### config.mk
export PLATFORM = sky130hd
export DESIGN_NAME = regwrite_trace_buffer
export DESIGN_NICKNAME = d
export VERILOG_FILES = /design/src/rtl/regwrite_trace_buffer_pkg.sv /design/src/rtl/regwrite_trace_buffer_fifo_mem.sv /design/src/rtl/regwrite_trace_buffer.sv
export SDC_FILE = /design/constraint.sdc
export NUM_CORES = 1
export LEC_CHECK = 0
export CAP_MARGIN = 0
export CORE_ASPECT_RATIO = 0.9
export CORE_UTILIZATION = 55
export DETAILED_ROUTE_END_ITERATION = 16
export PLACE_DENSITY = 0.73
export RECOVER_POWER = 25
export SETUP_SLACK_MARGIN = 0.2
export SYNTH_ARGS = -nofsm -noshare
export SYNTH_HDL_FRONTEND = slang
export SYNTH_SLANG_ARGS = --single-unit
### constraint.sdc
create_clock -name clk -period 12.14 [get_ports clk]
set_input_delay 2.428 -clock clk [delete_from_list [all_inputs] [get_ports clk]]
set_output_delay 2.428 -clock clk [all_outputs]
set_load 0.01 [all_outputs]
### src/rtl/regwrite_trace_buffer_pkg.sv
// Shared definitions for the register write-back trace buffer.
// Entry layout, packed MSB to LSB: {seq, pc, rd, data}.
// The field widths and slice offsets below are used by both the top level
// and the storage array, so the entry format is defined only here.
package regwrite_trace_buffer_pkg;

  localparam int RD_W = 5;

  function automatic int entry_width(input int seq_w, input int xlen);
    return seq_w + xlen + RD_W + xlen;
  endfunction

  // Field LSB offsets inside a packed entry.
  function automatic int data_lsb();
    return 0;
  endfunction

  function automatic int rd_lsb(input int xlen);
    return xlen;
  endfunction

  function automatic int pc_lsb(input int xlen);
    return xlen + RD_W;
  endfunction

  function automatic int seq_lsb(input int xlen);
    return xlen + RD_W + xlen;
  endfunction

endpackage

### src/rtl/regwrite_trace_buffer_fifo_mem.sv
// trace_fifo_mem: DEPTH x WIDTH register array for trace entries.
// One synchronous write port and one asynchronous read port.
// The storage is deliberately not reset; the top level masks the read data
// while the FIFO is empty, so stale contents are never observable.
// Ports:
//   clk      - write clock
//   wr_en    - write strobe
//   wr_addr  - write index
//   wr_data  - entry to store
//   rd_addr  - read index
//   rd_data  - entry at rd_addr (combinational)
module trace_fifo_mem
  import regwrite_trace_buffer_pkg::*;
#(
  parameter int DEPTH = 16,
  parameter int WIDTH = 85
) (
  input  logic                     clk,
  input  logic                     wr_en,
  input  logic [$clog2(DEPTH)-1:0] wr_addr,
  input  logic [WIDTH-1:0]         wr_data,
  input  logic [$clog2(DEPTH)-1:0] rd_addr,
  output logic [WIDTH-1:0]         rd_data
);

  logic [WIDTH-1:0] mem_q [DEPTH];

  always_ff @(posedge clk) begin
    if (wr_en) begin
      mem_q[wr_addr] <= wr_data;
    end
  end

  assign rd_data = mem_q[rd_addr];

endmodule

### src/rtl/regwrite_trace_buffer.sv
// regwrite_trace_buffer: captures register write-back events (pc, rd, data)
// into a first-word-fall-through FIFO, tags each with a sequence number and
// drains them to a debug host over a valid/ready port. Events lost because
// the FIFO is full are counted (saturating) and flagged with a sticky bit.
// Ports:
//   clk, reset           - core clock; asynchronous active-low reset
//   capture_en           - gate for event capture
//   clear                - synchronous flush of FIFO, seq, drop counter, flag
//   wb_valid/pc/rd/data  - write-back tap from the core
//   out_valid/out_ready  - drain handshake
//   out_seq/pc/rd/data   - head entry (zero while out_valid=0)
//   level                - occupied entries
//   overflow             - sticky drop flag
//   drop_count           - dropped events, saturating
module regwrite_trace_buffer
  import regwrite_trace_buffer_pkg::*;
#(
  parameter int DEPTH = 16,
  parameter int XLEN  = 32,
  parameter int SEQ_W = 16
) (
  input  logic                     clk,
  input  logic                     reset,
  input  logic                     capture_en,
  input  logic                     clear,
  input  logic                     wb_valid,
  input  logic [XLEN-1:0]          wb_pc,
  input  logic [4:0]               wb_rd,
  input  logic [XLEN-1:0]          wb_data,
  output logic                     out_valid,
  input  logic                     out_ready,
  output logic [SEQ_W-1:0]         out_seq,
  output logic [XLEN-1:0]          out_pc,
  output logic [4:0]               out_rd,
  output logic [XLEN-1:0]          out_data,
  output logic [$clog2(DEPTH):0]   level,
  output logic                     overflow,
  output logic [SEQ_W-1:0]         drop_count
);

  localparam int AW      = $clog2(DEPTH);
  localparam int EW      = entry_width(SEQ_W, XLEN);
  localparam int DATA_LO = data_lsb();
  localparam int RD_LO   = rd_lsb(XLEN);
  localparam int PC_LO   = pc_lsb(XLEN);
  localparam int SEQ_LO  = seq_lsb(XLEN);

  logic [AW:0]      wr_ptr_q, wr_ptr_d;
  logic [AW:0]      rd_ptr_q, rd_ptr_d;
  logic [SEQ_W-1:0] seq_q, seq_d;
  logic [SEQ_W-1:0] drop_count_q, drop_count_d;
  logic             overflow_q, overflow_d;

  logic          empty;
  logic          full;
  logic          wb_event;
  logic          pop;
  logic          push;
  logic          drop;
  logic [EW-1:0] wr_entry;
  logic [EW-1:0] rd_entry;

  // Extra pointer MSB distinguishes full from empty when the indices match.
  assign empty    = (wr_ptr_q == rd_ptr_q);
  assign full     = (wr_ptr_q[AW] != rd_ptr_q[AW]) &&
                    (wr_ptr_q[AW-1:0] == rd_ptr_q[AW-1:0]);
  assign wb_event = capture_en & wb_valid & (wb_rd != 5'd0);
  assign pop      = ~empty & out_ready;
  // A pop frees the slot at the same edge, so a full FIFO can still accept.
  assign push     = wb_event & (~full | pop) & ~clear;
  assign drop     = wb_event & full & ~pop;

  assign wr_entry = {seq_q, wb_pc, wb_rd, wb_data};

  trace_fifo_mem #(
    .DEPTH (DEPTH),
    .WIDTH (EW)
  ) u_mem (
    .clk     (clk),
    .wr_en   (push),
    .wr_addr (wr_ptr_q[AW-1:0]),
    .wr_data (wr_entry),
    .rd_addr (rd_ptr_q[AW-1:0]),
    .rd_data (rd_entry)
  );

  always_comb begin
    wr_ptr_d     = wr_ptr_q;
    rd_ptr_d     = rd_ptr_q;
    seq_d        = seq_q;
    drop_count_d = drop_count_q;
    overflow_d   = overflow_q;
    if (clear) begin
      wr_ptr_d     = '0;
      rd_ptr_d     = '0;
      seq_d        = '0;
      drop_count_d = '0;
      overflow_d   = 1'b0;
    end else begin
      if (pop) begin
        rd_ptr_d = rd_ptr_q + (AW+1)'(1);
      end
      if (push) begin
        wr_ptr_d = wr_ptr_q + (AW+1)'(1);
      end
      // Sequence advances for dropped events too, leaving a visible gap.
      if (wb_event) begin
        seq_d = seq_q + SEQ_W'(1);
      end
      if (drop) begin
        overflow_d = 1'b1;
        if (drop_count_q != '1) begin
          drop_count_d = drop_count_q + SEQ_W'(1);
        end
      end
    end
  end

  always_ff @(posedge clk or negedge reset) begin
    if (!reset) begin
      wr_ptr_q     <= '0;
      rd_ptr_q     <= '0;
      seq_q        <= '0;
      drop_count_q <= '0;
      overflow_q   <= 1'b0;
    end else begin
      wr_ptr_q     <= wr_ptr_d;
      rd_ptr_q     <= rd_ptr_d;
      seq_q        <= seq_d;
      drop_count_q <= drop_count_d;
      overflow_q   <= overflow_d;
    end
  end

  // Head fields are forced to zero while empty so unreset storage never leaks.
  assign out_valid  = ~empty;
  assign out_seq    = empty ? '0 : rd_entry[SEQ_LO  +: SEQ_W];
  assign out_pc     = empty ? '0 : rd_entry[PC_LO   +: XLEN];
  assign out_rd     = empty ? '0 : rd_entry[RD_LO   +: RD_W];
  assign out_data   = empty ? '0 : rd_entry[DATA_LO +: XLEN];
  assign level      = wr_ptr_q - rd_ptr_q;
  assign overflow   = overflow_q;
  assign drop_count = drop_count_q;

endmodule
Word level (Yosys, flattened, before mapping)
Memory sizes are Yosys's and may differ from the RTL's. Cells that the tools add are included.

Add/sub/neg operators: 5. Eq/ne operators: 4. Multiplexer cells: 17. Bitwise operators: 12. Reductions and logical operators: 8.

Operator list (number): $mux 16 (6); $mux 32 (2); $add 16x1->16 const B (2); $mux 5 (5); $ne 16x16->1 const B (1); $add 5x1->5 const B (2); $reduce_bool 2->1 (5); $and 1x1->1 (7); $eq 5x5->1 (1); $reduce_bool 5->1 (1); $sub 5x5->5 (1); $eq 4x4->1 (1); $mux 1 (4); $not 1->1 (4); $reduce_and 2->1 (1); $logic_and 1x1->1 (1); $ne 1x1->1 (1); $or 1x1->1 (1).

Register bits: 43. RAM bits: 1360. Output and inout port bits: 108. Logic and storage cells: 52. Memories: 1.

Memory list: u_mem.mem_q (depth 16, width 85, rd ports 1, clocked after Yosys merged registers in 0, wr ports 1, line regwrite_trace_buffer_fifo_mem.sv:26) `logic [WIDTH-1:0] mem_q [DEPTH];`.

Logic depth before layout (Yosys ltp)
Gate-level depths: netlist of the first run.

Depth after elaboration: 8. Mapped depth: 11. Gate-level depth less buffers: 7.

Hierarchy
Synthesis of the first run repeated with hierarchy kept, for this count alone.

Cells, all modules: 2440. Area, all modules: 53746.5 um2.

By module, submodules not included: trace_fifo_mem (times used 1, cells each 2095, area each 50830.0 um2, seq. area each 40839.2 um2); regwrite_trace_buffer (times used 1, cells each 345, area each 2916.5 um2, seq. area each 1076.0 um2).

Least setup slack after synthesis of the first run
OpenSTA, ideal clock, no wires.

Path kind: input to register. Start: in wb_rd[0]. End: mem u_mem.mem_q[8][0], enable pin. Data arrival time: 11526 ps. Data required time: 11400 ps. Slack: -126 ps. Stages on the path: 6. Path through: nor4_1 a21oi_1 clkbuf_1 nand2_1 nor2_1 nor4bb_1.

Longest elaborated chain between the ends: 6.

Ends and longest elaborated chain: start: declaration (line regwrite_trace_buffer.sv:28) `input logic [4:0] wb_rd,`; $reduce_bool 5->1 (line regwrite_trace_buffer.sv:67) `assign wb_event = capture_en & wb_valid & (wb_rd != 5'd0);`; $and 1x1->1 (line regwrite_trace_buffer.sv:67); $and 1x1->1 (2 in a row) (line regwrite_trace_buffer.sv:70) `assign push = wb_event & (~full | pop) & ~clear;`; $mux 1 (line regwrite_trace_buffer_fifo_mem.sv:29) `if (wr_en) begin`; $mux 1 (not written as such) (line regwrite_trace_buffer_fifo_mem.sv:30) `mem_q[wr_addr] <= wr_data;`; end: declaration (line regwrite_trace_buffer_fifo_mem.sv:26).

Every way passes these cells.

Worst setup path in the final report of the first run
Start: reg rd_ptr_q[0]. End: out out_data[4].

Longest elaborated chain between the ends: 2.

Ends and longest elaborated chain: start: declaration (line regwrite_trace_buffer.sv:49) `logic [AW:0] rd_ptr_q, rd_ptr_d;`; start signal: assignment (line regwrite_trace_buffer.sv:128) `rd_ptr_q <= rd_ptr_d;`; $mem_v2 16x85 / $eq 5x5->1 (equally long branches); $mux 32 * (line regwrite_trace_buffer.sv:140) `assign out_data = empty ? '0 : rd_entry[DATA_LO +: XLEN];`; end: declaration (line regwrite_trace_buffer.sv:35) `output logic [XLEN-1:0] out_data,`.

Every way passes the cells marked *; elsewhere a longest branch is shown, timed or not.

==> summary.txt, run 1 <==
Worst setup path
  – Worst setup SP type: register
  – CP Capture Type: output pin
  – Cell chain of the critical path: buf_4, buf_4, mux4_2, mux4_2, and2_1, clkdlybuf4s50_1
  – Count of buffer and inverter cells on the critical path: 3
  – Top delay family on crit path: buffers and inverters
  – Crit path max-delay cell type: dfrtp_4
  – Worst Path Arrival: 5390 ps
  – CP max stage delay: 940 ps
  – CP required: between 9000 and 10000 ps
  – RR Startpoint: rd_ptr_q[1]
  – CP Max Fanout: 52
  – Worst setup startpoint: rd_ptr_q[0]
  – Critical path type: reg -> out

Synth
  – Register bit count reported by yosys: 1403
  – Post-synthesis average cell area: 24.06 um^2
  – Async SR Flop Fraction: 3.065%
  – Synthesized instance count: 2248
  – Mapped Nets: ~2300
  – Syn. warnings: 0
  – Synth Flop Type: edfxtp_1
  – Part of the Yosys area used for sequential elements: slightly below 80%
  – Syn Std Cell Area: 54090 um^2
  – EDFF count, synth: 1360
  – Unique masters post-synth: 38

Die
  – Placeable Area: just under 100000 um^2
  – DIE AREA: 99600 um^2
  – Chip width: 332.6 um
  – Cell Rows: 108
  – Io pins: 183
  – Initial Utilization: 55.82%
  – Die height: between 200 and 300 um

Clock network
  – CTS buffer count: 137
  – Cts repair resizes: 0
  – CTS tree: built
  – Clock buffer depth: 3
  – CTS H-Tree Depth: 4
  – Clock sink count: 1403
  – Clk_lat worst skew: 740 ps
  – Worst-path clk slew: 60 ps
  – Post-CTS setup buffer count: 0
  – CTS Root Cell: clkbuf_16
  – Post-CTS Hold Buffers: 0

Timing
  – Final setup fails: 0
  – Hold Fails Final Rpt: 0
  – Post-layout minimum cycle time: 7822 ps
  – F_max: 127.8 MHz
  – Worst Tran Pin Value: between 2000 and 2500 ps
  – Fin. max-slew vios: 44
  – Relative slew slack: -65.75%
  – PnR worst setup slack: about 4300 ps
  – Final period utilization: 64.44%
  – RSZ-0062 raised after global routing: false
  – TNS Setup: 0 ps
  – Fin Clk Skew: 23.93 ps

Status
  – Violated checks: capacitance limit, slew limit
  – Status: complete, but fails checks

Flow run
  – Max Cap Viol: 1

Final layout
  – Ratio of cells with drive above 1 in the final layout: 25.80%
  – Layout area overhead: 13.86%
  – Commonest non-fill, non-tap cells in the layout: 1360 x edfxtp_1, 425 x mux4_2, 150 x clkdlybuf4s50_1, 138 x clkbuf_16, 88 x and2_1
  – FILL cells: 6088
  – Finished Core Util: 63.56%
  – Commonest non-fill, non-tap cell in the layout: edfxtp_1
  – Final nets: roughly 2600
  – Finished Layout Cells: 3874

Drt
  – Routed Antenna Nets: 0
  – Drt pass-1 iters: 5
  – WL final: 117600 um
  – Drc violations: 0
  – Via count: 24730
  – Routed length per instance: 30.35 um
  – DR vias/cell: 6.382
  – Initial DRC count: just under 3000

Power
  – Combinational group share of total power: between 10% and 20%
  – Leakage power: 18.72 nW
  – Cell Int Power: 8.217 mW
  – Clk pwr share: about two fifths
  – Sw Pwr: 2.305 mW
  – Seq pwr share: 50.8%
  – Worst VDD drop: 0.1151 mV
  – Power Density: 170.9 nW/um^2
  – Sw Ratio: 21.91%

Min path
  – Min-delay worst type: reg -> reg
  – HP Start: overflow

Place
  – Buffers on Ports: 182
  – Routability cong.: 0.7599
  – HPWL Detailed: around 56000 um
  – Pre-CTS setup slack: 4931 ps
  – DP Cell Count: 3615

Global route
  – Global-route wire length before repair: 173000 um
  – Initial antenna violation count: 15
  – Largest net degree at the start of global routing: 153
  – Grt total ovfl: 0
  – Vias in the first global route: 25990
  – Tot GR Track Use: approximately 24%
[worst min-delay path: cells and delay by family (launching register included)]
family          cells  cell delay (ps)
compound gates      1               50
flops               1              350
simple gates        1               80
[sequential cells by signal, indices dropped and copies added, names as in the netlist]
| register | count |
|---|---|
| overflow | 1 |
| wr_ptr_q | 5 |
| drop_count | 16 |
| seq_q | 16 |
| u_mem.mem_q | 1360 |
| rd_ptr_q | 5 |
[stage by stage]
stage               hold slack [ps]  power (mW)  cell area (um^2)
global placement              496.0       6.508             57220
finish                        515.2       10.52             61580
CTS                           511.1       10.61             61570
floorplan                     524.7       6.157             54100
detailed placement            493.7       6.526             57220
global route                  563.1       10.83             61570
[logic make-up (layout without fill, tap and decap cells)]
group	count (synthesis)	in the layout	share of synthesized area [%]
other	0	8	0
muxes	428	428	17.75
DFF	1403	1403	77.50
xor gates and xnor gates	37	37	0.5991
buffers and inverters	126	479	1.332
adders and majority gates	12	12	0.2915
AOI/OAI and AO/OA	19	19	0.2383
and+or+nand+nor	223	223	2.290
[synthesized netlist by cell type (2+ instances only)]
library cell | n | area [um^2]
nor2_1 | 46 | 172.7
a21o_1 | 2 | 15.01
buf_1 | 8 | 30.03
mux2i_1 | 3 | 30.03
buf_6 | 31 | 349.1
nand3_1 | 10 | 50.05
inv_1 | 12 | 45.04
ha_1 | 11 | 137.6
nor3_1 | 6 | 30.03
clkbuf_1 | 62 | 232.7
and2_1 | 91 | 569.3
xnor2_1 | 13 | 113.9
nand2_1 | 19 | 71.32
xor2_1 | 24 | 210.2
a21oi_1 | 10 | 50.05
o31ai_1 | 3 | 22.52
and3_1 | 14 | 87.58
mux4_2 | 425 | 9572
edfxtp_1 | 1360 | 40840
or4_1 | 4 | 30.03
and4_1 | 2 | 17.52
nor4bb_1 | 2 | 20.02
nand4_1 | 22 | 137.6
buf_2 | 12 | 60.06
dfrtp_1 | 43 | 1076
[per-layer routing]
metal	share of wire, %	GRT usage, %	wire length, um
met3	7.6	4.722	8892
met4	2.1	7.044	2465
met1	40	34.03	47520
met5	0.050	0	59
met2	50	38.84	58650
[power by group through the flow]
stage | registers, mW | clock network (mW) | logic, mW
after floorplan | 5.42 | 0 | 0.734
after global placement | 5.45 | 0 | 1.06
after detailed placement | 5.45 | 0 | 1.08
after CTS | 5.35 | 4.18 | 1.09
after global routing | 5.35 | 4.35 | 1.13
final | 5.34 | 4.11 | 1.06
[final cells by class]
type	count	area, um^2	share of cell area (%)
Antenna cell	8	20.02	0.03251
Clock buffer	171	3587	5.825
Clock inverter	80	754.5	1.225
Inverter	13	53.80	0.08736
Multi-Input combinational cell	719	11550	18.76
Sequential cell	1403	41930	68.08
Tap cell	1265	1583	2.570
Timing Repair Buffer	215	2108	3.423
[final timing paths]
kind / slack [ps] / to / cells after the start
max: 4320 / out_data[4] / 6
min: 520 / overflow / 2
max reg2reg: 6990 / u_mem.mem_q[8][51] / 9
min reg2reg: 520 / overflow / 2
max in group asynchronous: 7900 / rd_ptr_q[1] / 1
min in group asynchronous: 2470 / drop_count[12] / 1
No activity file was read; power rests on OpenSTA's default activity.
==> inputs of run 2 (changes only) <==
--- a/config.mk
+++ b/config.mk
@@ -9,7 +9,7 @@
 export CORE_ASPECT_RATIO = 0.9
 export CORE_UTILIZATION = 55
 export DETAILED_ROUTE_END_ITERATION = 16
-export PLACE_DENSITY = 0.73
+export PLACE_DENSITY = 0.76
 export RECOVER_POWER = 25
 export SETUP_SLACK_MARGIN = 0.2
 export SYNTH_ARGS = -nofsm -noshare
==> constraint.sdc (replaced) <==
create_clock -name clk -period 6.3 [get_ports clk]
set_input_delay 1.26 -clock clk [delete_from_list [all_inputs] [get_ports clk]]
set_output_delay 1.26 -clock clk [all_outputs]
set_load 0.01 [all_outputs]
==> run 2 against run 1 <==
  * The flow still finishes with violations (capacitance limit, slew limit)
  * Combinational power rose by 100%
  * Worst setup slack got worse by 3400 ps
  * Register-to-register slack got worse by 5100 ps
  * Non-clock buffer count rose by 6
  * Wire length rose by 1.9%
  * Clock skew rose by 5.6 ps
  * Design area fell by 0.22%
  * Highest routed layer unchanged
==> summary.txt, run 2 (synthesized netlist as in run 1, its figures left out) <==
Die
  – Placeable Area: 96890 um^2 (unchanged)
  – Cell Rows: 108 (unchanged)
  – Chip width: 332.6 um (unchanged)
  – Io pins: 183 (unchanged)
  – Die height: 299.5 um (unchanged)
  – Initial Utilization: 55.82% (unchanged)
  – DIE AREA: 99600 um^2 (unchanged)

Worst setup path
  – Reg2reg setup slack: 1850 ps (-5140 ps)
  – Crit path max-delay cell type: dfrtp_4
  – Count of buffer and inverter cells on the critical path: 3 (unchanged)
  – Crit path top cell by count: mux4_2
  – CP required: 5040 ps (-4670 ps)
  – CP max stage delay: 850 ps (-90 ps)
  – Worst setup SP type: register
  – Worst Path Arrival: 4120 ps (-1270 ps)
  – Cell chain of the critical path: buf_12, buf_4, mux4_2, mux4_2, and2_1, clkdlybuf4s50_1
  – Critical path type: reg -> out
  – Top delay family on crit path: buffers and inverters
  – CP Capture Type: output pin
  – CP Max Fanout: 29 (-44%)

Drt
  – WL final: 119800 um (+1.9%)
  – Drt pass-1 iters: 6 (+1)
  – Drc violations: 0 (unchanged)
  – DR vias/cell: 6.437 (+0.86%)
  – Routed Antenna Nets: 0 (unchanged)
  – Routed length per instance: 31.01 um (+2.2%)
  – Via count: 24870 (+0.57%)
  – Initial DRC count: 2976 (+1.2%)

Place
  – HPWL Detailed: 57330 um (+3.2%)
  – Buffers on Ports: 182 (unchanged)
  – Pre-CTS setup slack: 887.3 ps (-4044 ps)
  – Routability cong.: 0.7512 (-1.1%)

Global route
  – Initial antenna violation count: 9 (-6)
  – Grt total ovfl: 0 (unchanged)
  – Global-route wire length before repair: 176400 um (+1.9%)
  – Largest net degree at the start of global routing: 174 (+14%)
  – Vias in the first global route: 26660 (+2.6%)
  – Tot GR Track Use: 24.58% (+0.48 points)

Timing
  – Hold Fails Final Rpt: 0 (unchanged)
  – Final setup fails: 0 (unchanged)
  – Fin. max-slew vios: 44 (unchanged)
  – RSZ-0062 raised after global routing: false
  – Final period utilization: 85.39%
  – Worst Tran Pin Value: 2504 ps (+18.23 ps)
  – PnR worst setup slack: 920.1 ps (-3397 ps)
  – F_max: 185.9 MHz
  – Fin Clk Skew: 29.50 ps (+5.574 ps)
  – Post-layout minimum cycle time: roughly 5400 ps
  – TNS Setup: 0 ps (unchanged)
  – Relative slew slack: -66.96% (-1.2 points)

Flow run
  – Max Cap Viol: 1 (unchanged)

Power
  – Total power draw: 20.02 mW (+90%)
  – Worst VDD drop: 0.2454 mV (+110%)
  – Leakage power: 18.66 nW (-0.34%)
  – Power Density: 325.8 nW/um^2 (+91%)

Clock network
  – CTS buffer count: 133 (-2.9%)
  – CTS H-Tree Depth: 4 (unchanged)
  – CTS tree: built
  – Clock buffer depth: 3 (unchanged)
  – CTS Root Cell: clkbuf_16
  – Clock sink count: 1403 (unchanged)
  – Post-CTS Hold Buffers: 0 (unchanged)
  – Cts repair resizes: 0 (unchanged)
  – Clk_lat worst skew: 740 ps (about the same)
  – Post-CTS setup buffer count: 0 (unchanged)
  – Worst-path clk slew: 60 ps (about the same)

Final layout
  – Number of flip-flops in the largest register: 1360 (unchanged)
  – Top reg by flops: u_mem.mem_q
  – FILL cells: 5959 (-2.1%)
  – Final nets: 2578 (+0.078%)
  – Ratio of cells with drive above 1 in the final layout: 25.85% (+0.051 points)
  – Commonest non-fill, non-tap cell in the layout: edfxtp_1
  – Commonest non-fill, non-tap cells in the layout: 1360 x edfxtp_1, 425 x mux4_2, 146 x clkdlybuf4s50_1, 137 x clkbuf_16, 88 x and2_1
  – Layout area overhead: 13.61%

Status
  – Violated checks: capacitance limit, slew limit
  – Status: complete, but fails checks

Min path
  – Min-delay worst type: reg -> reg
==> run 2: worst paths after layout <==
kind / startpoint / end / depth (start not counted)
max in group asynchronous: reset / rd_ptr_q[0] / 1
worst max register to register: rd_ptr_q[3] / u_mem.mem_q[11][6] / 8
worst min register to register: overflow / overflow / 2
worst min-delay path: overflow / overflow / 2
worst max-delay path: rd_ptr_q[0] / out_rd[4] / 6
min in group asynchronous: reset / drop_count[15] / 1
==> run 2: where the power goes <==
part           leakage, nW  switching [mW]  internal (mW)  total [mW]
logic                 3.92           0.992           1.13        2.13
registers             12.7          0.0419           10.2        10.3
clock network         2.00            3.36           4.25        7.61
==> run 2: tightest hold or removal path: stages, from the launching register on <==
cell	delay, ps
dfrtp_1	370
a21oi_1	50
nor2_1	80
==> run 2: area by class of cell <==
cell class / count / area (um^2) / share of cell area, %
Sequential cell: 1403 / 41930 / 68.23
Multi-Input combinational cell: 719 / 11550 / 18.80
Clock buffer: 166 / 3547 / 5.772
Timing Repair Buffer: 221 / 2225 / 3.620
Tap cell: 1265 / 1583 / 2.576
Clock inverter: 70 / 549.3 / 0.8939
Inverter: 13 / 53.80 / 0.08755
Antenna cell: 6 / 15.01 / 0.02443
==> run 2: through the flow <==
step                      hold slack, ps  cells  util [%]  area (um^2)
after global routing               579.0   3860     63.42        61440
after floorplan                    524.7   2248         -        54120
after CTS                          534.2   3857     63.41        61440
final                              536.6   3863     63.42        61450
after detailed placement           504.7   3621     59.19        57340
after global placement             515.5   3621     59.19        57340
==> run 2: routing by layer <==
layer / up-vias / share of wire [%] / routed length [um] / global-route usage, %
li1: 10050 / - / - / -
met1: 13260 / 39 / 46400 / 34.03
met2: 1370 / 50 / 60280 / 40.22
met3: 185 / 8.8 / 10560 / 4.968
met4: 2 / 2.1 / 2521 / 7.165
met5: - / 0.012 / 14 / 0
